<file path="src/rtl/trace_capture.sv">
// trace_capture: triggered audio oscilloscope that captures 160 decimated samples and redraws them on a 160x120 VGA frame.
module trace_capture #(
  parameter int HOLDOFF_CYCLES = 1048576,
  parameter int TRIG_TIMEOUT = 1024,
  parameter logic [2:0] TRACE_COLOUR = 3'b010
) (
  input  logic        clk,
  input  logic        reset,
  input  logic        sample_valid,
  input  logic [31:0] sample_data,
  output logic        sample_read,
  input  logic [2:0]  timebase,
  input  logic [2:0]  vscale,
  input  logic        trig_enable,
  output logic [7:0]  vga_x,
  output logic [6:0]  vga_y,
  output logic [2:0]  vga_colour,
  output logic        vga_plot,
  output logic        busy
);
  typedef enum logic [2:0] {ARM, WAIT_TRIG, CAPTURE, ERASE, PLOT, HOLDOFF} state_t;
  localparam int TW = $clog2(TRIG_TIMEOUT + 1);
  localparam int HW = $clog2(HOLDOFF_CYCLES + 1);
  state_t state, state_nxt;
  logic [15:0] s_reg;
  logic [7:0] dcnt, idx, x;
  logic [2:0] tb_reg;
  logic [TW-1:0] tcnt;
  logic [HW-1:0] hcnt;
  logic prev_neg, have_prev, first;
  logic [6:0] cap_buf [0:159];
  logic [6:0] disp_buf [0:159];
  logic dec, trig, store, unused_low;
  logic signed [15:0] t;
  logic signed [16:0] yd;
  logic [6:0] y;
  assign unused_low = ^sample_data[15:0];
  // sample_read high marks the cycle in which s_reg holds a freshly popped sample
  always_comb begin
    dec = sample_read && dcnt == 8'd0;
    trig = dec && (!trig_enable || (have_prev && prev_neg && !s_reg[15]) || tcnt == TW'(TRIG_TIMEOUT));
    store = (state == WAIT_TRIG && trig) || (state == CAPTURE && dec);
    t = $signed(s_reg) >>> (4'd10 - {1'b0, vscale});
    yd = 17'sd60 - $signed({t[15], t});
    y = yd[16] ? 7'd0 : yd > 17'sd119 ? 7'd119 : yd[6:0];
  end
  always_comb begin
    state_nxt = state;
    case (state)
      ARM:       state_nxt = WAIT_TRIG;
      WAIT_TRIG: state_nxt = trig ? CAPTURE : WAIT_TRIG;
      CAPTURE:   state_nxt = dec && idx == 8'd159 ? ERASE : CAPTURE;
      ERASE:     state_nxt = PLOT;
      PLOT:      state_nxt = x == 8'd159 ? HOLDOFF : ERASE;
      HOLDOFF:   state_nxt = hcnt == HW'(HOLDOFF_CYCLES - 1) ? ARM : HOLDOFF;
      default:   state_nxt = ARM;
    endcase
  end
  always_comb begin
    busy = state != WAIT_TRIG;
    vga_plot = state == PLOT || (state == ERASE && !first);
    vga_x = (state == ERASE || state == PLOT) ? x : 8'd0;
    vga_y = state == ERASE ? disp_buf[x] : state == PLOT ? cap_buf[x] : 7'd0;
    vga_colour = state == PLOT ? TRACE_COLOUR : 3'b000;
  end
  always_ff @(posedge clk or posedge reset)
    if (reset) state <= ARM;
    else state <= state_nxt;
  always_ff @(posedge clk or posedge reset) begin
    if (reset) begin
      sample_read <= 1'b0;
      s_reg <= '0;
      dcnt <= '0;
      idx <= '0;
      x <= '0;
      tb_reg <= '0;
      tcnt <= '0;
      hcnt <= '0;
      prev_neg <= 1'b0;
      have_prev <= 1'b0;
      first <= 1'b1;
    end else begin
      sample_read <= sample_valid && !sample_read;
      if (sample_valid && !sample_read) s_reg <= sample_data[31:16];
      if (sample_read) dcnt <= (dcnt + 8'd1 == (8'd1 << tb_reg)) ? 8'd0 : dcnt + 8'd1;
      if (store) idx <= idx + 8'd1;
      case (state)
        ARM: begin
          dcnt <= '0;
          tcnt <= '0;
          idx <= '0;
          x <= '0;
          hcnt <= '0;
          have_prev <= 1'b0;
          tb_reg <= timebase;
        end
        WAIT_TRIG: if (dec && !trig) begin
          tcnt <= tcnt + 1'b1;
          have_prev <= 1'b1;
          prev_neg <= s_reg[15];
        end
        PLOT: if (x == 8'd159) first <= 1'b0;
              else x <= x + 8'd1;
        HOLDOFF: hcnt <= hcnt + 1'b1;
        default: ;
      endcase
    end
  end
  // frame buffers carry no reset; first-frame erase is masked by the first flag
  always_ff @(posedge clk) begin
    if (store) cap_buf[idx] <= y;
    if (state == PLOT) disp_buf[x] <= cap_buf[x];
  end
endmodule

</file>
<file path="config.mk">
export PLATFORM = sky130hd
export DESIGN_NAME = trace_capture
export DESIGN_NICKNAME = d
export VERILOG_FILES = /design/src/rtl/trace_capture.sv
export SDC_FILE = /design/constraint.sdc
export NUM_CORES = 2
export LEC_CHECK = 0
export CORE_AREA = 2 2 612 614
export CTS_BUF_LIST = sky130_fd_sc_hd__clkbuf_16
export DETAILED_ROUTE_END_ITERATION = 8
export DIE_AREA = 0 0 614 616
export GPL_TIMING_DRIVEN = 0
export SKIP_LAST_GASP = 1
export SYNTH_ARGS = -nofsm -noshare
export SYNTH_HDL_FRONTEND = slang
export SYNTH_SLANG_ARGS = --single-unit
</file>
<file path="constraint.sdc">
create_clock -name clk -period 14.7 [get_ports clk]
set_input_delay 1.47 -clock clk [delete_from_list [all_inputs] [get_ports clk]]
set_output_delay 1.47 -clock clk [all_outputs]
set_load 0.01 [all_outputs]
</file>
==> results.toml <==
[synth]
synth_ff_type = "edfxtp_1"
synth_warnings = 0
synth_top_area_cell = "edfxtp_1"
yosys.area.top_type_share_pct = 72.7
postSynthCellCount = 4271
async_flop_share_pct = 3.53
synthTopCellsByArea = "edfxtp_1 73%, mux4_2 18%, dfrtp_1 2.2%"
synth_edf_count = 2240
synth.distinct_cells = 83
netlist_area_mm2 = 0.0926
seq_area_frac_synth_pct = 74.9
ys_ff_latch = 2322
avgSynthCellArea_um2 = 21.7

[drt]
ant_nets = 0
drcViolationCount = 0
wire_per_inst_um = 28.3
wl_met3_um = 28100
wl_um = 276000
first_pass_iters = 6
met2_length_um = 131000
first_iter_violations = 6851
via_per_inst = 4.89
wl_met1_um = 105000
highest_layer = "met5"
num_vias = 47745

[setup_path]
path_class = "reg -> out"
start_kind = "register"
critical_path.max_stage_delay_ps = 1120
path_cells = "buf_2 -> clkbuf_1 -> clkbuf_1 -> clkbuf_1 -> mux4_2 -> mux4_2 -> mux2i_1 -> o32ai_1 -> a211o_4 -> buf_16 -> a22o_1 -> clkdlybuf4s50_1"
crit_top_cell = "clkbuf_1"
slowest_stage = "clkbuf_1"
crit_required_ps = 13230
critPathCaptureType = "primary output"
crit_fanout = 85
arrival_ps = 8000

[clock_network]
cts_made_buffers = 221
cts_hold_buffers = 0
htreeDepth = 4
path_clk_slew_ps = 60
root_buffer = "clkbuf_16"
cts.path.max_buffers = 3
cts_setup_buffers = 0
insertion_delay_ps = 900
cts_num_sinks = 2322
postCtsResizedCells = 0
cts_tree = "yes"

[power_and_ir_drop]
ir_drop_v = 0.000128
comb_power_share_pct = 3.0
seq_power_share_pct = 54.3
clkPwrFrac_pct = 42.7
p_sw_share_pct = 21.0
p_int_uw = 10700
powerDensity_mw_per_mm2 = 125
p_leak_uw = 0.0329
switchingPower_uw = 2830

[sta]
final_max_slew_viol_count = 52
finalSetupViolCount = 0
min_period_over_period_pct = 64.4
fin_skew_ps = 66.7
relSlewSlack_pct = -4.34
hold_violations = 0
finalCriticalPeriod_ps = 9470
fmax_mhz = 106
setup_tns_ps = 0
worst-slew-pin-transition_ps = 1570
grt_setup_unrepaired = "no"

[placed_design]
io_buffers = 44
globalplace.congestion = 0.873
dpl.cell_count = 9347
hpwlAfterDp_um = 184000

[grt]
grt.total_usage_pct = 14.3
grt_max_degree = 97
grt_pass1_wl_um = 379000
antenna_found_initial = 11
grt_pass1_vias = 47410
grt_overflow = 0

[final_layout]
fin_nets = 4659
layoutNonFillerInstCount = 9763
ff_latch_area_mm2 = 0.0693
synthToLayoutAreaGrowth_pct = 16.7
fillers = 35845
largestRegisters = "cap_buf: 1120 flops, disp_buf: 1120 flops, hcnt: 21 flops"
final_common_cell = "edfxtp_1"
multi_input_area_mm2 = 0.0221
layout_common_cells = "2240 x edfxtp_1, 724 x mux4_2, 363 x nor2_1"
drive_gt1_share_pct = 27.0

[floorplan]
die_area_mm2 = 0.378
rows = 224
dieWidth_um = 614
die_h_um = 616
pin_count = 63
coreArea_mm2 = 0.371
start_util_pct = 24.9

[outcome]
status = "finished, violations left"
violations = "max-capacitance violations, max-slew violations"

[flow_run]
max_cap_viol_count = 8

[worst_hold_path]
min_path_type = "reg -> reg"
power groups by stage:
| stage | clock network [µW] | logic [µW] | registers, µW |
|---|---|---|---|
| 2_1_floorplan | 0 | 213 | 7520 |
| 3_3_place_gp | 0 | 310 | 7570 |
| 3_5_place_dp | 0 | 398 | 7480 |
| 4_1_cts | 5810 | 399 | 7330 |
| 5_1_grt | 6050 | 434 | 7330 |
| 6_report | 5770 | 402 | 7330 |
area by class of cell:
type,count,area share [%]
Sequential cell,2322,64.1
Multi-Input combinational cell,1687,20.4
Tap cell,4972,5.76
Clock buffer,222,5.14
Timing Repair Buffer,106,1.62
Clock inverter,185,1.62
Buffer,240,1.19
Inverter,23,0.0822
Antenna cell,6,0.0139
kinds of logic (layout without fill, tap and decap cells):
| group | after synthesis | count (layout) | synth area share (%) |
|---|---|---|---|
| flip-flops | 2322 | 2322 | 74.9 |
| multiplexers | 788 | 788 | 18.6 |
| AND/OR/NAND/NOR | 670 | 670 | 3.25 |
| buffers and inverters | 263 | 776 | 1.45 |
| AO/OA/AOI/OAI | 181 | 181 | 1.34 |
| XOR/XNOR | 30 | 30 | 0.300 |
| adder cells (fa/ha/maj) | 16 | 16 | 0.216 |
| other | 1 | 8 | 0.00405 |
metal layers:
layer / GRT usage [%] / vias up
met2: 22.8 / 2795
met4: 6.05 / 2
met1: 18.3 / 25814
met5: 0 / -
li1: - / 18599
met3: 3.82 / 535
worst paths after layout:
check	from	to	slack (ps)	cells after the start
setup reg to reg	x[1]	disp_buf[109][0]	7080	12
hold / removal	have_prev	have_prev	490	1
hold reg to reg	have_prev	have_prev	490	1
min in group asynchronous	reset	s_reg[15]	890	2
setup / recovery	x[1]	vga_y[1]	5230	12
max in group asynchronous	reset	first	13130	3
metrics by stage:
stage	worst slack [ps]	util, %	power, µW	hold WS (ps)	area, µm²
final	5230	29.1	13500	485	108000
after global routing	5030	29.1	13800	495	108000
after CTS	5240	29.1	13500	488	108000
after detailed placement	6200	27.1	7870	466	101000
after global placement	-5220	26.7	7880	457	99200
after floorplan	3840	-	7730	437	92600
synthesized netlist by cell type, drive strengths merged (19+ instances only):
| cell type | number |
|---|---|
| clkbuf | 111 |
| mux2i | 27 |
| inv | 21 |
| buf | 129 |
| nand3 | 50 |
| o21ai | 57 |
| mux2 | 25 |
| nor2 | 363 |
| nand2 | 109 |
| xor2 | 20 |
| mux4 | 736 |
| nor3 | 19 |
| dfrtp | 81 |
| edfxtp | 2240 |
| nor2b | 19 |
| nand4 | 22 |
| a21oi | 26 |
worst max-delay path, delay by kind of cell, from the launching register on:
kind                   cells  cell delay, ps
multiplexers               3            1560
AO/OA/AOI/OAI              3            1150
buffers and inverters      6            3860
flip-flops                 1             490
Power figures use the tool's default switching activity.
